**src/rtl/spi_word_feeder_if.sv**
```systemverilog
// Host/SPI-side bundle for spi_word_feeder: FIFO write port, status, and SPI load/done handshake.
// Optional SPI_FEEDER_FRAME_CNT_EN adds the frame_cnt status output.
interface spi_word_feeder_if #(
   parameter int DATA_W = 24,
   parameter int DEPTH  = 16
);
   localparam int LVL_W = $clog2(DEPTH) + 1;

   logic              wr_en;
   logic [DATA_W-1:0] wr_data;
   logic              enable;
   logic              clr_err;
   logic              spi_done;
   logic [DATA_W-1:0] spi_word;
   logic              spi_load;
   logic [LVL_W-1:0]  level;
   logic              full;
   logic              empty;
   logic              busy;
   logic              overflow;
   logic              timeout_err;
`ifdef SPI_FEEDER_FRAME_CNT_EN
   logic [15:0]       frame_cnt;

   modport master (
      output wr_en, wr_data, enable, clr_err, spi_done,
      input  spi_word, spi_load, level, full, empty, busy, overflow, timeout_err, frame_cnt
   );
   modport slave (
      input  wr_en, wr_data, enable, clr_err, spi_done,
      output spi_word, spi_load, level, full, empty, busy, overflow, timeout_err, frame_cnt
   );
`else
   modport master (
      output wr_en, wr_data, enable, clr_err, spi_done,
      input  spi_word, spi_load, level, full, empty, busy, overflow, timeout_err
   );
   modport slave (
      input  wr_en, wr_data, enable, clr_err, spi_done,
      output spi_word, spi_load, level, full, empty, busy, overflow, timeout_err
   );
`endif
endinterface

```
**src/rtl/spi_word_feeder.sv**
```systemverilog
// Word FIFO feeding the SPI controller one frame at a time with a chip-select gap between frames.
// Optional feature macro: SPI_FEEDER_FRAME_CNT_EN (adds frame_cnt, counting frames ended by spi_done).
//
// state  | meaning
// S_IDLE | waiting for enable && !empty, spi_load low
// S_SEND | spi_load high, word frozen, waiting for spi_done or timeout
// S_GAP  | spi_load low for GAP_CYCLES cycles before the next frame
module spi_word_feeder #(
   parameter int DATA_W       = 24,
   parameter int DEPTH        = 16,
   parameter int GAP_CYCLES   = 8,
   parameter int DONE_TIMEOUT = 4096
) (
   input  logic              clk,
   input  logic              rst_n,
   spi_word_feeder_if.slave  bus
);
   localparam int AW    = $clog2(DEPTH);
   localparam int LVL_W = AW + 1;
   localparam int TW    = (DONE_TIMEOUT > 1) ? $clog2(DONE_TIMEOUT) : 1;
   localparam int GW    = (GAP_CYCLES > 1) ? $clog2(GAP_CYCLES) : 1;
   localparam logic [TW-1:0]    TMO_LAST = TW'(DONE_TIMEOUT - 1);
   localparam logic [GW-1:0]    GAP_LAST = GW'((GAP_CYCLES > 0) ? GAP_CYCLES - 1 : 0);
   localparam logic [LVL_W-1:0] LVL_FULL = LVL_W'(DEPTH);

   typedef enum logic [1:0] {S_IDLE, S_SEND, S_GAP} state_t;

   state_t            state_q;
   logic [DATA_W-1:0] mem_q [DEPTH];
   logic [AW-1:0]     wr_ptr_q, rd_ptr_q;
   logic [LVL_W-1:0]  level_q, level_d;
   logic [DATA_W-1:0] spi_word_q;
   logic              spi_load_q;
   logic [TW-1:0]     tmo_cnt_q;
   logic [GW-1:0]     gap_cnt_q;
   logic              overflow_q, timeout_q;
   logic              full, empty, push, pop, tmo_fire;

   assign full     = (level_q == LVL_FULL);
   assign empty    = (level_q == '0);
   assign push     = bus.wr_en && !full;
   assign pop      = (state_q == S_IDLE) && bus.enable && !empty;
   assign tmo_fire = (state_q == S_SEND) && !bus.spi_done && (tmo_cnt_q == TMO_LAST);

   always_comb begin
      level_d = level_q;
      case ({push, pop})
         2'b10:   level_d = level_q + 1'b1;
         2'b01:   level_d = level_q - 1'b1;
         default: level_d = level_q;
      endcase
   end

   // Storage is not reset; pointers and level define what is valid.
   always_ff @(posedge clk) begin
      if (push) mem_q[wr_ptr_q] <= bus.wr_data;
   end

`ifdef SPI_FEEDER_FRAME_CNT_EN
   logic [15:0] frame_cnt_q;
   assign bus.frame_cnt = frame_cnt_q;
`endif

   always_ff @(posedge clk or negedge rst_n) begin
      if (!rst_n) begin
         state_q     <= S_IDLE;
         wr_ptr_q    <= '0;
         rd_ptr_q    <= '0;
         level_q     <= '0;
         spi_word_q  <= '0;
         spi_load_q  <= 1'b0;
         tmo_cnt_q   <= '0;
         gap_cnt_q   <= '0;
         overflow_q  <= 1'b0;
         timeout_q   <= 1'b0;
`ifdef SPI_FEEDER_FRAME_CNT_EN
         frame_cnt_q <= '0;
`endif
      end else begin
         level_q <= level_d;
         if (push) wr_ptr_q <= wr_ptr_q + 1'b1;

         if (bus.wr_en && full) overflow_q <= 1'b1;
         else if (bus.clr_err)  overflow_q <= 1'b0;

         if (tmo_fire)         timeout_q <= 1'b1;
         else if (bus.clr_err) timeout_q <= 1'b0;

         case (state_q)
            S_IDLE: begin
               if (pop) begin
                  spi_word_q <= mem_q[rd_ptr_q];
                  rd_ptr_q   <= rd_ptr_q + 1'b1;
                  spi_load_q <= 1'b1;
                  tmo_cnt_q  <= '0;
                  state_q    <= S_SEND;
               end
            end
            S_SEND: begin
               if (bus.spi_done || tmo_fire) begin
                  spi_load_q <= 1'b0;
                  gap_cnt_q  <= '0;
                  state_q    <= (GAP_CYCLES == 0) ? S_IDLE : S_GAP;
`ifdef SPI_FEEDER_FRAME_CNT_EN
                  if (bus.spi_done) frame_cnt_q <= frame_cnt_q + 16'd1;
`endif
               end else begin
                  tmo_cnt_q <= tmo_cnt_q + 1'b1;
               end
            end
            S_GAP: begin
               if (gap_cnt_q == GAP_LAST) state_q   <= S_IDLE;
               else                       gap_cnt_q <= gap_cnt_q + 1'b1;
            end
            default: state_q <= S_IDLE;
         endcase
      end
   end

   assign bus.spi_word    = spi_word_q;
   assign bus.spi_load    = spi_load_q;
   assign bus.level       = level_q;
   assign bus.full        = full;
   assign bus.empty       = empty;
   assign bus.busy        = (state_q != S_IDLE);
   assign bus.overflow    = overflow_q;
   assign bus.timeout_err = timeout_q;
endmodule

```
**src/flat_wrapper.sv**
```systemverilog
// flat-port wrapper written by rule: the top's interface ports become plain ports
module spi_word_feeder_flat 
#(
   parameter int DATA_W       = 24,
   parameter int DEPTH        = 16,
   parameter int GAP_CYCLES   = 8,
   parameter int DONE_TIMEOUT = 4096
)
  (clk, rst_n, bus_wr_en, bus_wr_data, bus_enable, bus_clr_err, bus_spi_done, bus_spi_word, bus_spi_load, bus_level, bus_full, bus_empty, bus_busy, bus_overflow, bus_timeout_err);
  spi_word_feeder_if #(.DATA_W(DATA_W), .DEPTH(DEPTH)) bus_i ();
  input  logic clk;
  input  logic rst_n;
  input wire logic [$bits(bus_i.wr_en)-1:0] bus_wr_en;
  input wire logic [$bits(bus_i.wr_data)-1:0] bus_wr_data;
  input wire logic [$bits(bus_i.enable)-1:0] bus_enable;
  input wire logic [$bits(bus_i.clr_err)-1:0] bus_clr_err;
  input wire logic [$bits(bus_i.spi_done)-1:0] bus_spi_done;
  output wire logic [$bits(bus_i.spi_word)-1:0] bus_spi_word;
  output wire logic [$bits(bus_i.spi_load)-1:0] bus_spi_load;
  output wire logic [$bits(bus_i.level)-1:0] bus_level;
  output wire logic [$bits(bus_i.full)-1:0] bus_full;
  output wire logic [$bits(bus_i.empty)-1:0] bus_empty;
  output wire logic [$bits(bus_i.busy)-1:0] bus_busy;
  output wire logic [$bits(bus_i.overflow)-1:0] bus_overflow;
  output wire logic [$bits(bus_i.timeout_err)-1:0] bus_timeout_err;
  assign bus_i.wr_en = bus_wr_en;
  assign bus_i.wr_data = bus_wr_data;
  assign bus_i.enable = bus_enable;
  assign bus_i.clr_err = bus_clr_err;
  assign bus_i.spi_done = bus_spi_done;
  assign bus_spi_word = bus_i.spi_word;
  assign bus_spi_load = bus_i.spi_load;
  assign bus_level = bus_i.level;
  assign bus_full = bus_i.full;
  assign bus_empty = bus_i.empty;
  assign bus_busy = bus_i.busy;
  assign bus_overflow = bus_i.overflow;
  assign bus_timeout_err = bus_i.timeout_err;
  spi_word_feeder #(.DATA_W(DATA_W), .DEPTH(DEPTH), .GAP_CYCLES(GAP_CYCLES), .DONE_TIMEOUT(DONE_TIMEOUT)) u_core (.clk(clk), .rst_n(rst_n), .bus(bus_i));
endmodule
```
**config.mk**
```make
export PLATFORM = sky130hd
export DESIGN_NAME = spi_word_feeder_flat
export DESIGN_NICKNAME = d
export VERILOG_FILES = /design/src/rtl/spi_word_feeder_if.sv /design/src/rtl/spi_word_feeder.sv /design/src/flat_wrapper.sv
export SDC_FILE = /design/constraint.sdc
export NUM_CORES = 1
export LEC_CHECK = 0
export BUFFER_PORTS_ARGS = -buffer_cell sky130_fd_sc_hd__buf_4
export CORE_UTILIZATION = 48
export DETAILED_ROUTE_END_ITERATION = 10
export GPL_TIMING_DRIVEN = 0
export PLACE_DENSITY = 0.62
export SETUP_SLACK_MARGIN = 0.02
export SLEW_MARGIN = 40
export SYNTH_ARGS = -nofsm -noshare
export SYNTH_HDL_FRONTEND = slang
export SYNTH_SLANG_ARGS = --single-unit
```
**constraint.sdc**
```tcl
create_clock -name clk -period 4.25 [get_ports clk]
set_input_delay 0.425 -clock clk [delete_from_list [all_inputs] [get_ports clk]]
set_output_delay 0.425 -clock clk [all_outputs]
set_load 0.05 [all_outputs]
```
==> impl_metrics.toml <==
[placement]
place_hpwl_um = 24600
finalWeightedCongestion = 0.822
place_worst_setup_slack_ps = 507
placed_cells = 1418
dpl_cell_area_um2 = 18900
port_buffers = 64

[synth]
yosys.area.top_type = "sky130_fd_sc_hd__edfxtp_1"
synth.ff_latch_count = 441
netlist_top_cells_area = "sky130_fd_sc_hd__edfxtp_1 (67%), sky130_fd_sc_hd__mux4_2 (13%), sky130_fd_sc_hd__dfrtp_1 (8.3%)"
netlist_instances = 861
synth-seq-area-share_pct = 75.3
synth_largest_type_area_fraction_pct = 67.0
most_used_dff_post_synth = "sky130_fd_sc_hd__edfxtp_1"
avgSynthCellArea_um2 = 20.0
mappedNetlistNets = 903
synth.lib_cells_used.distinct = 53
synth_enable_flop_cells = 384
syn-cell-area_um2 = 17200
synth.yosys.warnings = 0
async_reset_ff_share_pct = 12.9

[sta]
hold_violations = 0
setup_slack_ps = 548
fin_crit_sh_pct = 87.1
final-setup-viol-count = 0
final-max-slew-violation-count = 0
maxClockFrequency_mhz = 270
min_period_ps = 3700
worst_setup_skew_after_layout_ps = 10.7
finalSetupTns_ps = 0
worst-slew-pin-transition_ps = 868
rsz0062_at_grt = "no"
slew_headroom_pct = 42.2

[worst_setup_path]
critical_path.endpoint_type = "flop"
critPathRequiredTime_ps = 4650
start_kind = "flop"
criticalPathCategory = "reg -> reg"
worstReg2RegEnd = "u_core.bus.level[4]$_DFFE_PN0P_"
worst-endpoint-arrival_ps = 4100
worstSetupStartpoint = "u_core.state_q[1]$_DFFE_PN0P_"
timing.critical_path.fanout_max = 11
regToRegSetupSlack_ps = 550
timing.critical_path.to = "u_core.bus.level[4]$_DFFE_PN0P_"
reg2reg_depth = 12
reg_to_reg_critical_path_startpoint = "u_core.state_q[1]$_DFFE_PN0P_"

[power_and_ir_drop]
power.static_leakage_uw = 0.00677
netsw_uw = 4410
comb_pwr_share_pct = 32.1
vdd_ir_drop_max_uv = 416
seq_power_share_pct = 40.2
cell_internal_pwr_uw = 9380
power.share.switching_pct = 32.0
clock_power_share_pct = 27.7
power.density_cell_area_nw_per_um2 = 679

[final_layout]
final_core_util_pct = 58.2
final_cell_area_um2 = 20300
antennaDiodeCount = 0
num-nets-final = 1054
instances_no_fill = 1502
drive_above_1_share_pct = 32.1
fillers = 2565
synthToLayoutAreaGrowth_pct = 18.1

[global_route]
gr-usage-all-layers_pct = 21.3
grt_first_pass_wirelength_um = 56500
global_route.overflow_total = 0
first_global_vias = 8983
grt_max_degree = 58
antenna_violations_before_repair = 0

[floorplan]
die_span_in_x_um = 191
number_of_primary_i_o_pins = 65
fp.dieH_um = 191
placeableCoreArea_um2 = 34900
initial_utilization_pct = 49.3
number_of_placement_rows = 68
fp.dieArea_um2 = 36600

[clocking]
cts-root-to-sink-buffers = 3
cts_setup_buffers = 0
htreeDepth = 2
cts-resized-gates = 0
cts.sink_count = 441
tritoncts = "done"
cts.hold.buffers_added = 1
clkTransAtPathRegs_ps = 60
tritoncts.num_buffers = 46
cts.root.buffer_cell = "sky130_fd_sc_hd__clkbuf_16"
worst_skew_pair.late_latency_ps = 540

[detailed_routing]
route.detailed.wl_per_inst_um = 24.8
drc = 0
detail-route-antenna-nets = 0
finalWirelength_um = 37300
detail_route.first_pass.iterations = 5
vias = 8805
vias_per_cell = 5.86
iteration_0_drc_markers = 627

[job]
max_cap_violations = 0

[outcome]
status = "finished clean"

[hold_path]
hp-class = "in -> reg"
[state kept, by name (all words and copies together), names as in the netlist]
name	flops
u_core.bus.overflow	1
u_core.bus.timeout_err	1
u_core.wr_ptr_q	4
u_core.gap_cnt_q	3
u_core.rd_ptr_q	4
u_core.tmo_cnt_q	12
u_core.bus.spi_load	1
u_core.state_q	2
u_core.bus.spi_word	24
u_core.mem_q	384
u_core.bus.level	5
[layout by cell type, fill, tap and decap left out, types with 6 or more instances in the layout]
| master | instances |
|---|---|
| sky130_fd_sc_hd__nor4_1 | 6 |
| sky130_fd_sc_hd__clkbuf_16 | 47 |
| sky130_fd_sc_hd__inv_1 | 12 |
| sky130_fd_sc_hd__buf_4 | 83 |
| sky130_fd_sc_hd__buf_8 | 11 |
| sky130_fd_sc_hd__dfrtp_1 | 57 |
| sky130_fd_sc_hd__nand2b_1 | 6 |
| sky130_fd_sc_hd__xnor2_1 | 8 |
| sky130_fd_sc_hd__nand2_1 | 22 |
| sky130_fd_sc_hd__nand3_1 | 13 |
| sky130_fd_sc_hd__o22ai_1 | 49 |
| sky130_fd_sc_hd__ha_1 | 12 |
| sky130_fd_sc_hd__nor2_1 | 7 |
| sky130_fd_sc_hd__a21oi_1 | 28 |
| sky130_fd_sc_hd__nor2_4 | 12 |
| sky130_fd_sc_hd__clkbuf_1 | 40 |
| sky130_fd_sc_hd__mux2_2 | 25 |
| sky130_fd_sc_hd__edfxtp_1 | 384 |
| sky130_fd_sc_hd__o21ai_0 | 11 |
| sky130_fd_sc_hd__buf_16 | 7 |
| sky130_fd_sc_hd__buf_2 | 18 |
| sky130_fd_sc_hd__mux4_2 | 96 |
[power groups by stage]
stage	Clock (uW)	Combinational (uW)	Sequential [uW]
global placement	0	4230	5650
global route	4070	4740	5590
finish	3820	4430	5540
CTS	3880	4500	5550
floorplan	0	2550	6040
detailed placement	0	4490	5630
[cells by family (layout without fill, tap and decap cells)]
kind of cell / Yosys count / count (layout) / synth area share (%)
XOR/XNOR: 11 / 11 / 0.560
AO/OA/AOI/OAI: 118 / 118 / 4.40
multiplexers: 123 / 123 / 14.3
buffers and inverters: 60 / 246 / 1.67
AND/OR/NAND/NOR: 96 / 96 / 2.84
flip-flops: 441 / 441 / 75.3
adder cells (fa/ha/maj): 12 / 12 / 0.873
[through the flow]
stage          hold slack [ps]  total power (uW)
6_report                  84.2             13800
5_1_grt                   69.3             14400
4_1_cts                   70.3             13900
3_5_place_dp               465             10100
3_3_place_gp               480              9880
2_1_floorplan              129              8590
[layout make-up]
cell class / count / area, um^2 / area share (%)
Buffer: 47 / 243 / 1.20
Clock buffer: 72 / 1310 / 6.45
Clock inverter: 11 / 120 / 0.591
Inverter: 13 / 51.3 / 0.253
Multi-Input combinational cell: 360 / 4070 / 20.1
Sequential cell: 441 / 13000 / 63.8
Tap cell: 455 / 569 / 2.80
Timing Repair Buffer: 103 / 987 / 4.86
[synthesized netlist by cell type, types with 4 or more instances]
| library cell | number |
|---|---|
| sky130_fd_sc_hd__nor4_1 | 7 |
| sky130_fd_sc_hd__nand2b_1 | 6 |
| sky130_fd_sc_hd__inv_1 | 12 |
| sky130_fd_sc_hd__clkbuf_1 | 23 |
| sky130_fd_sc_hd__xnor2_1 | 8 |
| sky130_fd_sc_hd__edfxtp_1 | 384 |
| sky130_fd_sc_hd__nand2_1 | 22 |
| sky130_fd_sc_hd__nor2_1 | 19 |
| sky130_fd_sc_hd__nor3_1 | 6 |
| sky130_fd_sc_hd__buf_2 | 12 |
| sky130_fd_sc_hd__dfrtp_1 | 57 |
| sky130_fd_sc_hd__o221ai_1 | 5 |
| sky130_fd_sc_hd__a21oi_1 | 28 |
| sky130_fd_sc_hd__nand3_1 | 13 |
| sky130_fd_sc_hd__mux4_2 | 96 |
| sky130_fd_sc_hd__buf_4 | 6 |
| sky130_fd_sc_hd__ha_1 | 12 |
| sky130_fd_sc_hd__o21ai_0 | 11 |
| sky130_fd_sc_hd__o22ai_1 | 49 |
| sky130_fd_sc_hd__nand4_1 | 4 |
| sky130_fd_sc_hd__mux2_2 | 25 |
| sky130_fd_sc_hd__nor2b_1 | 5 |
[critical path, stage by stage (launching register included)]
cell                        delay, ps
sky130_fd_sc_hd__dfrtp_1          440
sky130_fd_sc_hd__nor3b_1          660
sky130_fd_sc_hd__o21ai_4          230
sky130_fd_sc_hd__inv_4            190
sky130_fd_sc_hd__buf_2            350
sky130_fd_sc_hd__ha_1             240
sky130_fd_sc_hd__clkbuf_1         300
sky130_fd_sc_hd__xor2_1           120
sky130_fd_sc_hd__ha_1             220
sky130_fd_sc_hd__o21ai_0          160
sky130_fd_sc_hd__o22ai_1          110
sky130_fd_sc_hd__a2111oi_0        450
sky130_fd_sc_hd__a211oi_1          90
[layer usage]
layer / wire [um] / vias to the layer above / global-route usage (%)
met1: 16500 / 4648 / 30.9
met5: 0 / - / 0
met3: 1810 / 62 / 3.07
met4: 823 / 0 / 5.80
li1: - / 3860 / -
met2: 18200 / 235 / 34.2
[worst min path at each step]
stage                                    startpoint                            endpoint  slack [ps]  cells past startpoint
detailed placement                            rst_n     u_core.bus.overflow$_DFFE_PN0P_         460                      1
CTS                                     bus_clr_err  u_core.bus.timeout_err$_DFFE_PN0P_          70                      2
global route                            bus_clr_err  u_core.bus.timeout_err$_DFFE_PN0P_          70                      2
floorplan                                     rst_n     u_core.bus.level[0]$_DFFE_PN0P_         130                      0
global placement    u_core.bus.spi_load$_DFFE_PN0P_     u_core.bus.spi_load$_DFFE_PN0P_         480                      1
finish                                  bus_clr_err  u_core.bus.timeout_err$_DFFE_PN0P_          80                      2
No activity file was read; power rests on OpenSTA's default activity.
